### src/rtl/ifft_frame_ctrl_if.sv
// Stream and core-bus signals of the IFFT frame sequencer.
// master is the controller's view; slave is the surrounding source/core/sink view.
interface ifft_frame_ctrl_if;
  logic         s_valid;
  logic         s_ready;
  logic [31:0]  s_real;
  logic [31:0]  s_imag;
  logic         s_last;

  logic         core_rst;
  logic [255:0] core_xr;
  logic [255:0] core_xi;
  logic [255:0] core_yr;
  logic [255:0] core_yi;
  logic         core_done;

  logic         m_valid;
  logic         m_ready;
  logic [31:0]  m_real;
  logic [31:0]  m_imag;
  logic         m_last;

  modport master (
    input  s_valid, s_real, s_imag, s_last,
    input  core_yr, core_yi, core_done,
    input  m_ready,
    output s_ready, core_rst, core_xr, core_xi,
    output m_valid, m_real, m_imag, m_last
  );

  modport slave (
    output s_valid, s_real, s_imag, s_last,
    output core_yr, core_yi, core_done,
    output m_ready,
    input  s_ready, core_rst, core_xr, core_xi,
    input  m_valid, m_real, m_imag, m_last
  );
endinterface

### src/rtl/ifft_frame_ctrl.sv
// Frame sequencer for the 8-point IFFT core: serial load, core run, serial replay.
// Optional WAIT watchdog enabled by defining IFFT_CTRL_WATCHDOG_EN.
module ifft_frame_ctrl #(
  parameter int unsigned TIMEOUT = 15
) (
  input  logic              clk,
  input  logic              reset,
  ifft_frame_ctrl_if.master bus,
  output logic              err_frame,
  output logic              err_timeout,
  output logic [15:0]       frame_cnt,
  output logic              busy
);

  if (TIMEOUT < 8) begin : g_timeout_check
    $error("ifft_frame_ctrl: TIMEOUT must be at least 8");
  end

  typedef enum logic [1:0] {
    ST_LOAD,
    ST_RUN,
    ST_WAIT,
    ST_DRAIN
  } state_e;

  state_e             state_q, state_d;
  logic [2:0]         idx_q, idx_d;
  logic [2:0]         odx_q, odx_d;
  logic [7:0][31:0]   inr_q, ini_q;
  logic [7:0][31:0]   outr_q, outi_q;
  logic [15:0]        frame_cnt_q, frame_cnt_d;
  logic               err_frame_q, err_frame_d;
  logic               s_ready_q, s_ready_d;
  logic               in_we;
  logic               out_we;

`ifdef IFFT_CTRL_WATCHDOG_EN
  localparam int unsigned WDW = $clog2(TIMEOUT + 1);
  logic [WDW-1:0]     wdog_q, wdog_d;
  logic               err_timeout_q, err_timeout_d;
`endif

  always_comb begin
    state_d     = state_q;
    idx_d       = idx_q;
    odx_d       = odx_q;
    frame_cnt_d = frame_cnt_q;
    err_frame_d = 1'b0;
    in_we       = 1'b0;
    out_we      = 1'b0;
`ifdef IFFT_CTRL_WATCHDOG_EN
    wdog_d        = wdog_q;
    err_timeout_d = err_timeout_q;
`endif
    unique case (state_q)
      ST_LOAD: begin
        // s_ready_q rather than the state is used so nothing is accepted in the cycle after reset
        if (bus.s_valid && s_ready_q) begin
          in_we = 1'b1;
          if (idx_q == 3'd7) begin
            idx_d       = '0;
            err_frame_d = ~bus.s_last;
            state_d     = ST_RUN;
          end else if (bus.s_last) begin
            idx_d       = '0;
            err_frame_d = 1'b1;
          end else begin
            idx_d = idx_q + 3'd1;
          end
        end
      end
      ST_RUN: begin
`ifdef IFFT_CTRL_WATCHDOG_EN
        wdog_d = '0;
`endif
        state_d = ST_WAIT;
      end
      ST_WAIT: begin
        if (bus.core_done) begin
          out_we  = 1'b1;
          state_d = ST_DRAIN;
        end
`ifdef IFFT_CTRL_WATCHDOG_EN
        else begin
          wdog_d = wdog_q + 1'b1;
          if (wdog_q == WDW'(TIMEOUT - 1)) begin
            err_timeout_d = 1'b1;
            state_d       = ST_LOAD;
          end
        end
`endif
      end
      ST_DRAIN: begin
        if (bus.m_ready) begin
          if (odx_q == 3'd7) begin
            odx_d       = '0;
            frame_cnt_d = frame_cnt_q + 16'd1;
            state_d     = ST_LOAD;
          end else begin
            odx_d = odx_q + 3'd1;
          end
        end
      end
      default: state_d = ST_LOAD;
    endcase
    s_ready_d = (state_d == ST_LOAD);
  end

  always_ff @(posedge clk or posedge reset) begin
    if (reset) begin
      state_q     <= ST_LOAD;
      idx_q       <= '0;
      odx_q       <= '0;
      inr_q       <= '0;
      ini_q       <= '0;
      outr_q      <= '0;
      outi_q      <= '0;
      frame_cnt_q <= '0;
      err_frame_q <= 1'b0;
      s_ready_q   <= 1'b0;
    end else begin
      state_q     <= state_d;
      idx_q       <= idx_d;
      odx_q       <= odx_d;
      frame_cnt_q <= frame_cnt_d;
      err_frame_q <= err_frame_d;
      s_ready_q   <= s_ready_d;
      if (in_we) begin
        inr_q[idx_q] <= bus.s_real;
        ini_q[idx_q] <= bus.s_imag;
      end
      if (out_we) begin
        outr_q <= bus.core_yr;
        outi_q <= bus.core_yi;
      end
    end
  end

`ifdef IFFT_CTRL_WATCHDOG_EN
  always_ff @(posedge clk or posedge reset) begin
    if (reset) begin
      wdog_q        <= '0;
      err_timeout_q <= 1'b0;
    end else begin
      wdog_q        <= wdog_d;
      err_timeout_q <= err_timeout_d;
    end
  end
  assign err_timeout = err_timeout_q;
`else
  assign err_timeout = 1'b0;
`endif

  assign bus.s_ready  = s_ready_q;
  assign bus.core_rst = (state_q == ST_LOAD) || (state_q == ST_DRAIN);
  assign bus.core_xr  = inr_q;
  assign bus.core_xi  = ini_q;
  assign bus.m_valid  = (state_q == ST_DRAIN);
  assign bus.m_real   = outr_q[odx_q];
  assign bus.m_imag   = outi_q[odx_q];
  assign bus.m_last   = (state_q == ST_DRAIN) && (odx_q == 3'd7);
  assign err_frame    = err_frame_q;
  assign frame_cnt    = frame_cnt_q;
  assign busy         = (state_q != ST_LOAD);

endmodule

### src/flat_wrapper.sv
// flat-port wrapper written by rule: the top's interface ports become plain ports
module ifft_frame_ctrl_flat 
#(
  parameter int unsigned TIMEOUT = 15
)
  (clk, reset, err_frame, err_timeout, frame_cnt, busy, bus_s_valid, bus_s_real, bus_s_imag, bus_s_last, bus_core_yr, bus_core_yi, bus_core_done, bus_m_ready, bus_s_ready, bus_core_rst, bus_core_xr, bus_core_xi, bus_m_valid, bus_m_real, bus_m_imag, bus_m_last);
  ifft_frame_ctrl_if bus_i ();
  input  logic clk;
  input  logic reset;
  output logic err_frame;
  output logic err_timeout;
  output logic [15:0] frame_cnt;
  output logic busy;
  input wire logic [$bits(bus_i.s_valid)-1:0] bus_s_valid;
  input wire logic [$bits(bus_i.s_real)-1:0] bus_s_real;
  input wire logic [$bits(bus_i.s_imag)-1:0] bus_s_imag;
  input wire logic [$bits(bus_i.s_last)-1:0] bus_s_last;
  input wire logic [$bits(bus_i.core_yr)-1:0] bus_core_yr;
  input wire logic [$bits(bus_i.core_yi)-1:0] bus_core_yi;
  input wire logic [$bits(bus_i.core_done)-1:0] bus_core_done;
  input wire logic [$bits(bus_i.m_ready)-1:0] bus_m_ready;
  output wire logic [$bits(bus_i.s_ready)-1:0] bus_s_ready;
  output wire logic [$bits(bus_i.core_rst)-1:0] bus_core_rst;
  output wire logic [$bits(bus_i.core_xr)-1:0] bus_core_xr;
  output wire logic [$bits(bus_i.core_xi)-1:0] bus_core_xi;
  output wire logic [$bits(bus_i.m_valid)-1:0] bus_m_valid;
  output wire logic [$bits(bus_i.m_real)-1:0] bus_m_real;
  output wire logic [$bits(bus_i.m_imag)-1:0] bus_m_imag;
  output wire logic [$bits(bus_i.m_last)-1:0] bus_m_last;
  assign bus_i.s_valid = bus_s_valid;
  assign bus_i.s_real = bus_s_real;
  assign bus_i.s_imag = bus_s_imag;
  assign bus_i.s_last = bus_s_last;
  assign bus_i.core_yr = bus_core_yr;
  assign bus_i.core_yi = bus_core_yi;
  assign bus_i.core_done = bus_core_done;
  assign bus_i.m_ready = bus_m_ready;
  assign bus_s_ready = bus_i.s_ready;
  assign bus_core_rst = bus_i.core_rst;
  assign bus_core_xr = bus_i.core_xr;
  assign bus_core_xi = bus_i.core_xi;
  assign bus_m_valid = bus_i.m_valid;
  assign bus_m_real = bus_i.m_real;
  assign bus_m_imag = bus_i.m_imag;
  assign bus_m_last = bus_i.m_last;
  ifft_frame_ctrl #(.TIMEOUT(TIMEOUT)) u_core (.clk(clk), .reset(reset), .bus(bus_i), .err_frame(err_frame), .err_timeout(err_timeout), .frame_cnt(frame_cnt), .busy(busy));
endmodule
### config.mk
export PLATFORM = sky130hd
export DESIGN_NAME = ifft_frame_ctrl_flat
export DESIGN_NICKNAME = d
export VERILOG_FILES = /design/src/rtl/ifft_frame_ctrl_if.sv /design/src/rtl/ifft_frame_ctrl.sv /design/src/flat_wrapper.sv
export SDC_FILE = /design/constraint.sdc
export NUM_CORES = 2
export LEC_CHECK = 0
export ABC_AREA = 1
export CORE_AREA = 3 3 453 455
export DETAILED_ROUTE_END_ITERATION = 8
export DIE_AREA = 0 0 456 458
export GPL_TIMING_DRIVEN = 0
export PLACE_DENSITY_LB_ADDON = 0.25
export SLEW_MARGIN = 20
export SYNTH_ARGS = -nofsm -noshare
export SYNTH_HDL_FRONTEND = slang
export SYNTH_SLANG_ARGS = --single-unit
export TNS_END_PERCENT = 30
### constraint.sdc
create_clock -name clk -period 103.7 [get_ports clk]
set_input_delay 25.925 -clock clk [delete_from_list [all_inputs] [get_ports clk]]
set_output_delay 25.925 -clock clk [all_outputs]
set_load 0.01 [all_outputs]
After elaboration in Yosys (flattened, before gate mapping)
Index checks and enable logic that the tools add are counted.
{ "word_totals": {"inputBits": 582, "out_inout_bits": 599, "reg_bits": 1050, "word_cells": 85} }
{ "classes": {"add_sub_neg": 3, "muxes": 25, "eq_ne": 5, "n_reduce_logical": 10, "n_lt_le_gt_ge": 3, "n_bitwise": 1} }
{ "op_table": {"columns": ["cell", "n"], "rows": [
  ["bitwise mux 256 bit", 2],
  ["binary-select mux 32 bit (select 3 bit)", 2],
  ["demux 32 bit (select 3 bit)", 1],
  ["2-to-1 mux 32 bit", 3],
  ["adder 16 x 1 -> 16 bit, second input constant", 1],
  ["2-to-1 mux 2 bit", 5],
  ["2-to-1 mux 3 bit", 3],
  ["< comparator 3 x 4 -> 1 bit, second input constant", 2],
  ["2-to-1 mux 1 bit", 8],
  ["case mux 2 bit (4 select lines)", 1],
  ["adder 3 x 1 -> 3 bit, second input constant", 2],
  ["== test 3 bit, second input constant", 2],
  ["== test 2 bit, second input constant", 2],
  ["logical NOT 2 bit", 2],
  ["AND reduction 2 bit", 2],
  ["greater-or-equal comparator 3 x 1 -> 1 bit, second input constant", 1],
  ["logical AND 1 bit", 3],
  ["AND reduction 3 bit", 1],
  ["== test 2 x 1 -> 1 bit, second input constant", 1],
  ["nonzero test 2 bit", 1],
  ["logical OR 1 bit", 1],
  ["NOT 1 bit", 1]
]} }

Depth between registers and ports, before layout
{ "logic_depth": {"word_depth": 5, "mapped_depth": 9, "depth_no_buf": 9} }

Worst setup path after synthesis
OpenSTA, ideal clock, no wires.
{ "synth_timing": {"path_type": "reg-to-output", "from": "register u_core.odx_q[0]", "to": "output bus_m_real[11]", "t_arrival_ns": 1.286, "stages_incl_launch_ff": 9, "setup_slack_ns": 76.489, "required_ns": 77.775, "cell_sequence": "dfrtp_1 buf_4 inv_2 buf_2 clkbuf_1 o21ai_0 o22ai_1 nand2_1 nand2_1"} }
{ "synth_via": {"elab_chain_cells": 2} }
{ "synth_lines": {"columns": ["element", "line", "source"], "rows": [
  ["start, declared", "ifft_frame_ctrl.sv:28", "logic [2:0] odx_q, odx_d;"],
  ["start signal, assigned", "ifft_frame_ctrl.sv:113", "odx_q <= '0;"],
  ["start signal, assigned", "ifft_frame_ctrl.sv:124", "odx_q <= odx_d;"],
  ["binary-select mux 32 bit (select 3 bit)", "ifft_frame_ctrl.sv:159", "assign bus.m_real = outr_q[odx_q];"],
  ["2-to-1 mux 32 bit (implied by the code)", "ifft_frame_ctrl.sv:159", null],
  ["end, declared", "flat_wrapper.sv:27", "output wire logic [$bits(bus_i.m_real)-1:0] bus_m_real;"]
]} }
No other way between the ends. The select of a mux whose other input is x is not followed.

Final worst setup path
{ "layout_timing": {"from": "register u_core.odx_q[1]", "to": "output bus_m_real[25]"} }
The elaborated chain is that of the path after synthesis.

==> metrics.md <==
| Metric | Value |
|---|---|
| Crit path DAT | approximately 3900 ps |
| YS warnings | 0 |
| Final WS setup | approximately 74000 ps |
| Combinational share of power | 43.5% |
| Post-synthesis simple-gate area fraction | 18.4% |
| All-Layer GR Usage | 21.2% |
| Largest net degree at the start of global routing | between 100 and 150 |
| Vias in the first global route | 41.0k |
| Status | finished, final reports clean |
| Top-count cell post-synth | nand2_1 |
| Depth of the worst register-to-register path | 8 |
| Sw Pwr | a little over 800 uW |
| Clock sinks | 1050 |
| Worst Path Required | around 78000 ps |
| Syn Inst Count | around 5k |
| Synth Area in Adders | less than 1% |
| Async set-reset flop share out of synthesis | 100% |
| Hold Path Class | register to register |
| DRC Markers | 0 |
| DRT Wirelength | between 200 and 250 mm |
| Final setup TNS | 0 ps |
| Number of flops mapped to enable cells by yosys | 0 |
| Initial core utilization | 21.3% |
| CP endpoint | bus_m_real[25] |
| Gr ovfl total | 0 |
| # rows | about 170 |
| Initial DRC count | 3643 |
| Core Box Area | 202000 um^2 |
| Setup violation total in the final timing report | 0 |
| Die Wd | 456 um |
| Sequential share of the synthesized area | 61.1% |
| Htree depth | 3 |
| Int Pwr | about 1.2 mW |
| Final Max Slew Viols | 0 |
| Crit path max fanout | 10 |
| Startpoint Class | register |
| Final-report hold violation count | 0 |
| VDD IR max | 15.7 uV |
| Final worst path period need | 29800 ps |
| Clk pwr share | approximately 22% |
| Post-Syn Area per Cell | 8.64 um^2 |
| Resized Gates After CTS | 0 |
| Remaining antenna violation count | 0 |
| Pre-CTS setup slack | about 75000 ps |
| Most frequent cells after synthesis | nand2_1 (1697), dfrtp_1 (1050), o21ai_0 (526) |
| Worst-margin pin slew | about 1100 ps |
| Port buffer count | ~1.2k |
| I/O pin count | 1181 |
| Vias | 41.0k |
| Num CTS Buffers | 120 |
| CTS tree | built |
| Post-synthesis mux area share | 0% |
| Nets@finish | 6880 |
| Register-to-register setup slack | 100750 ps |
| Area contributors post-synth | dfrtp_1 (61%), nand2_1 (15%), o21ai_0 (6.1%), o21ai_1 (4.0%), a21oi_1 (3.4%) |
| Global-route wire length before repair | 317 mm |
| Part of the power in registers | 34.4% |
| Compound-cell area share of the yosys netlist | approximately 14% |
| Worst skew pair latency | a little under 800 ps |
| Post-CTS setup buffer count | 0 |
| Die Footprint | roughly 210000 um^2 |
| Max-Cap Viols | 0 |
| Clk slew on worst S/H paths | 60 ps |
| Tcrit/Tclk final | between 20 and 30% |
| Distinct cells, synth | 25 |
| Overall power | 2.01 mW |
| Switching share of total power | 40.2% |
| Slew headroom | 25.4% |
| Root buf cell | clkbuf_16 |
| Synth-to-Final Area Change | 45.7% |
| Synth area leader | dfrtp_1 |
| Die Ht | 458 um |
| Reg2reg end | u_core.outr_q[114]$_DFFE_PP0P_ |
| Power density cells | 32.0 nW/um^2 |
| Largest family of logic cells by synthesized area | simple AND/OR/NAND/NOR gates |
| Post-Syn Area | between 40000 and 50000 um^2 |
| Layout cells sized above 1 | 6.46% |
| Yosys reg bits | 1050 |
| Gpl congestion | 0.928 |
| Initial antenna violation count | 85 |
| Critical path endpoint category | output port |
| Hold Crit Depth | 2 |
| Worst Setup SP | u_core.odx_q[1]$_DFFE_PP0P_ |
| Leak pwr | about 29 nW |
| Vias per cell | 4.50 |
| Fin util | between 30% and 40% |
| F_max | approximately 34 MHz |
| Max clock buf depth | 3 |
| Final Skew | about 100 ps |
| Worst R2R Start | u_core.state_q[0]$_DFF_PP0_ |
| Critical path type | register to output port |
| Syn_nets | around 5.6k |
| Post-route insts no fill | 9110 |
| Top_reg_cell synth | dfrtp_1 |
| Drt wl/cell | around 25 um |
| Top cell type's share of synthesized area | 61.1% |
| RSZ-0062 raised after global routing | false |
| XOR/XNOR Fraction of Synth Area | 0.204% |
| First drt pass iteration count | 6 |
| Dpl cells | 8840 |
| HPWL Detailed | between 150 and 200 mm |
| Hold Buf Count CTS | 0 |
metrics by stage:
| step | cell area (um^2) | hold slack [ps] |
|---|---|---|
| final | 62700 | 472 |
| after global routing | 62600 | 486 |
| after CTS | 62600 | 476 |
| after detailed placement | 58500 | 460 |
| after global placement | 58200 | 457 |
| after floorplan | 43000 | 444 |
worst min-delay path by stage:
stage	startpoint	to	slack, ps
after global placement	u_core.outi_q[140]$_DFFE_PP0P_	u_core.outi_q[140]$_DFFE_PP0P_	460
after CTS	u_core.outi_q[2]$_DFFE_PP0P_	u_core.outi_q[2]$_DFFE_PP0P_	480
after detailed placement	u_core.outi_q[2]$_DFFE_PP0P_	u_core.outi_q[2]$_DFFE_PP0P_	460
after floorplan	u_core.outi_q[223]$_DFFE_PP0P_	u_core.outi_q[223]$_DFFE_PP0P_	440
final	u_core.outi_q[2]$_DFFE_PP0P_	u_core.outi_q[2]$_DFFE_PP0P_	470
after global routing	u_core.outi_q[128]$_DFFE_PP0P_	u_core.outi_q[128]$_DFFE_PP0P_	490
sequential cells by signal (all words and copies together), names as in the netlist:
signal / flops
u_core.frame_cnt: 16
u_core.bus.core_xi: 256
u_core.state_q: 2
u_core.bus.s_ready: 1
u_core.err_frame: 1
u_core.outi_q: 256
u_core.bus.core_xr: 256
u_core.outr_q: 256
u_core.idx_q: 3
u_core.odx_q: 3
worst max-delay path, cell delays in order, from the launching register on:
cell	delay [ps]
dfrtp_1	580
buf_2	430
clkbuf_1	480
o21ai_0	170
o22ai_1	330
nand2_1	120
nand2_1	120
clkdlybuf4s50_1	830
placed cells by master (no fill, tap or decap), drive strengths merged, types with 2 or more instances in the layout:
cell and instances:
o21ai 871, o22ai 37, o21bai 2, bufinv 6, nand4 5, buf 221, clkinv 27, clkbuf 303
a21oi 292, dfrtp 1050, nor2 379, clkdlybuf4s50 1179, ha 8, inv 292, xor2 6, xnor2 4
nand3 12, nand2 1697, diode 44
area by class of cell:
type / instances / area [um^2]
fill: 21400 / 139000
sequential: 1050 / 26300
antenna: 44 / 110
clock buffer: 189 / 3610
buffer: 324 / 1500
timing repair buffer: 1190 / 12100
tap: 2672 / 3340
multi-input combinational: 3316 / 14200
inverter: 288 / 1090
clock inverter: 37 / 474
metal layers:
metal / global-route usage, % / vias to the layer above / wire [um] / part of all wire (%)
met4: 11.9 / 18 / 12900 / 5.6
met3: 5.32 / 423 / 16300 / 7.1
li1: - / 18500 / - / -
met2: 33.4 / 1565 / 106000 / 46
met1: 26.5 / 20500 / 93900 / 41
met5: 0 / - / 99 / 0.043
cell families after synthesis:
| group | after synthesis |
|---|---|
| compound gates | 1202 |
| xor+xnor | 10 |
| fa+ha+maj | 8 |
| buf+inv | 612 |
| flops | 1050 |
| other cells | 1 |
| simple gates | 2095 |
power groups by stage:
stage | Sequential (mW) | Clock [mW] | Combinational (mW)
floorplan | 0.715 | 0 | 0.348
global placement | 0.695 | 0 | 0.867
detailed placement | 0.692 | 0 | 0.872
CTS | 0.688 | 0.453 | 0.876
global route | 0.710 | 0.470 | 0.944
finish | 0.690 | 0.443 | 0.872
Power figures use the tool's default switching activity.
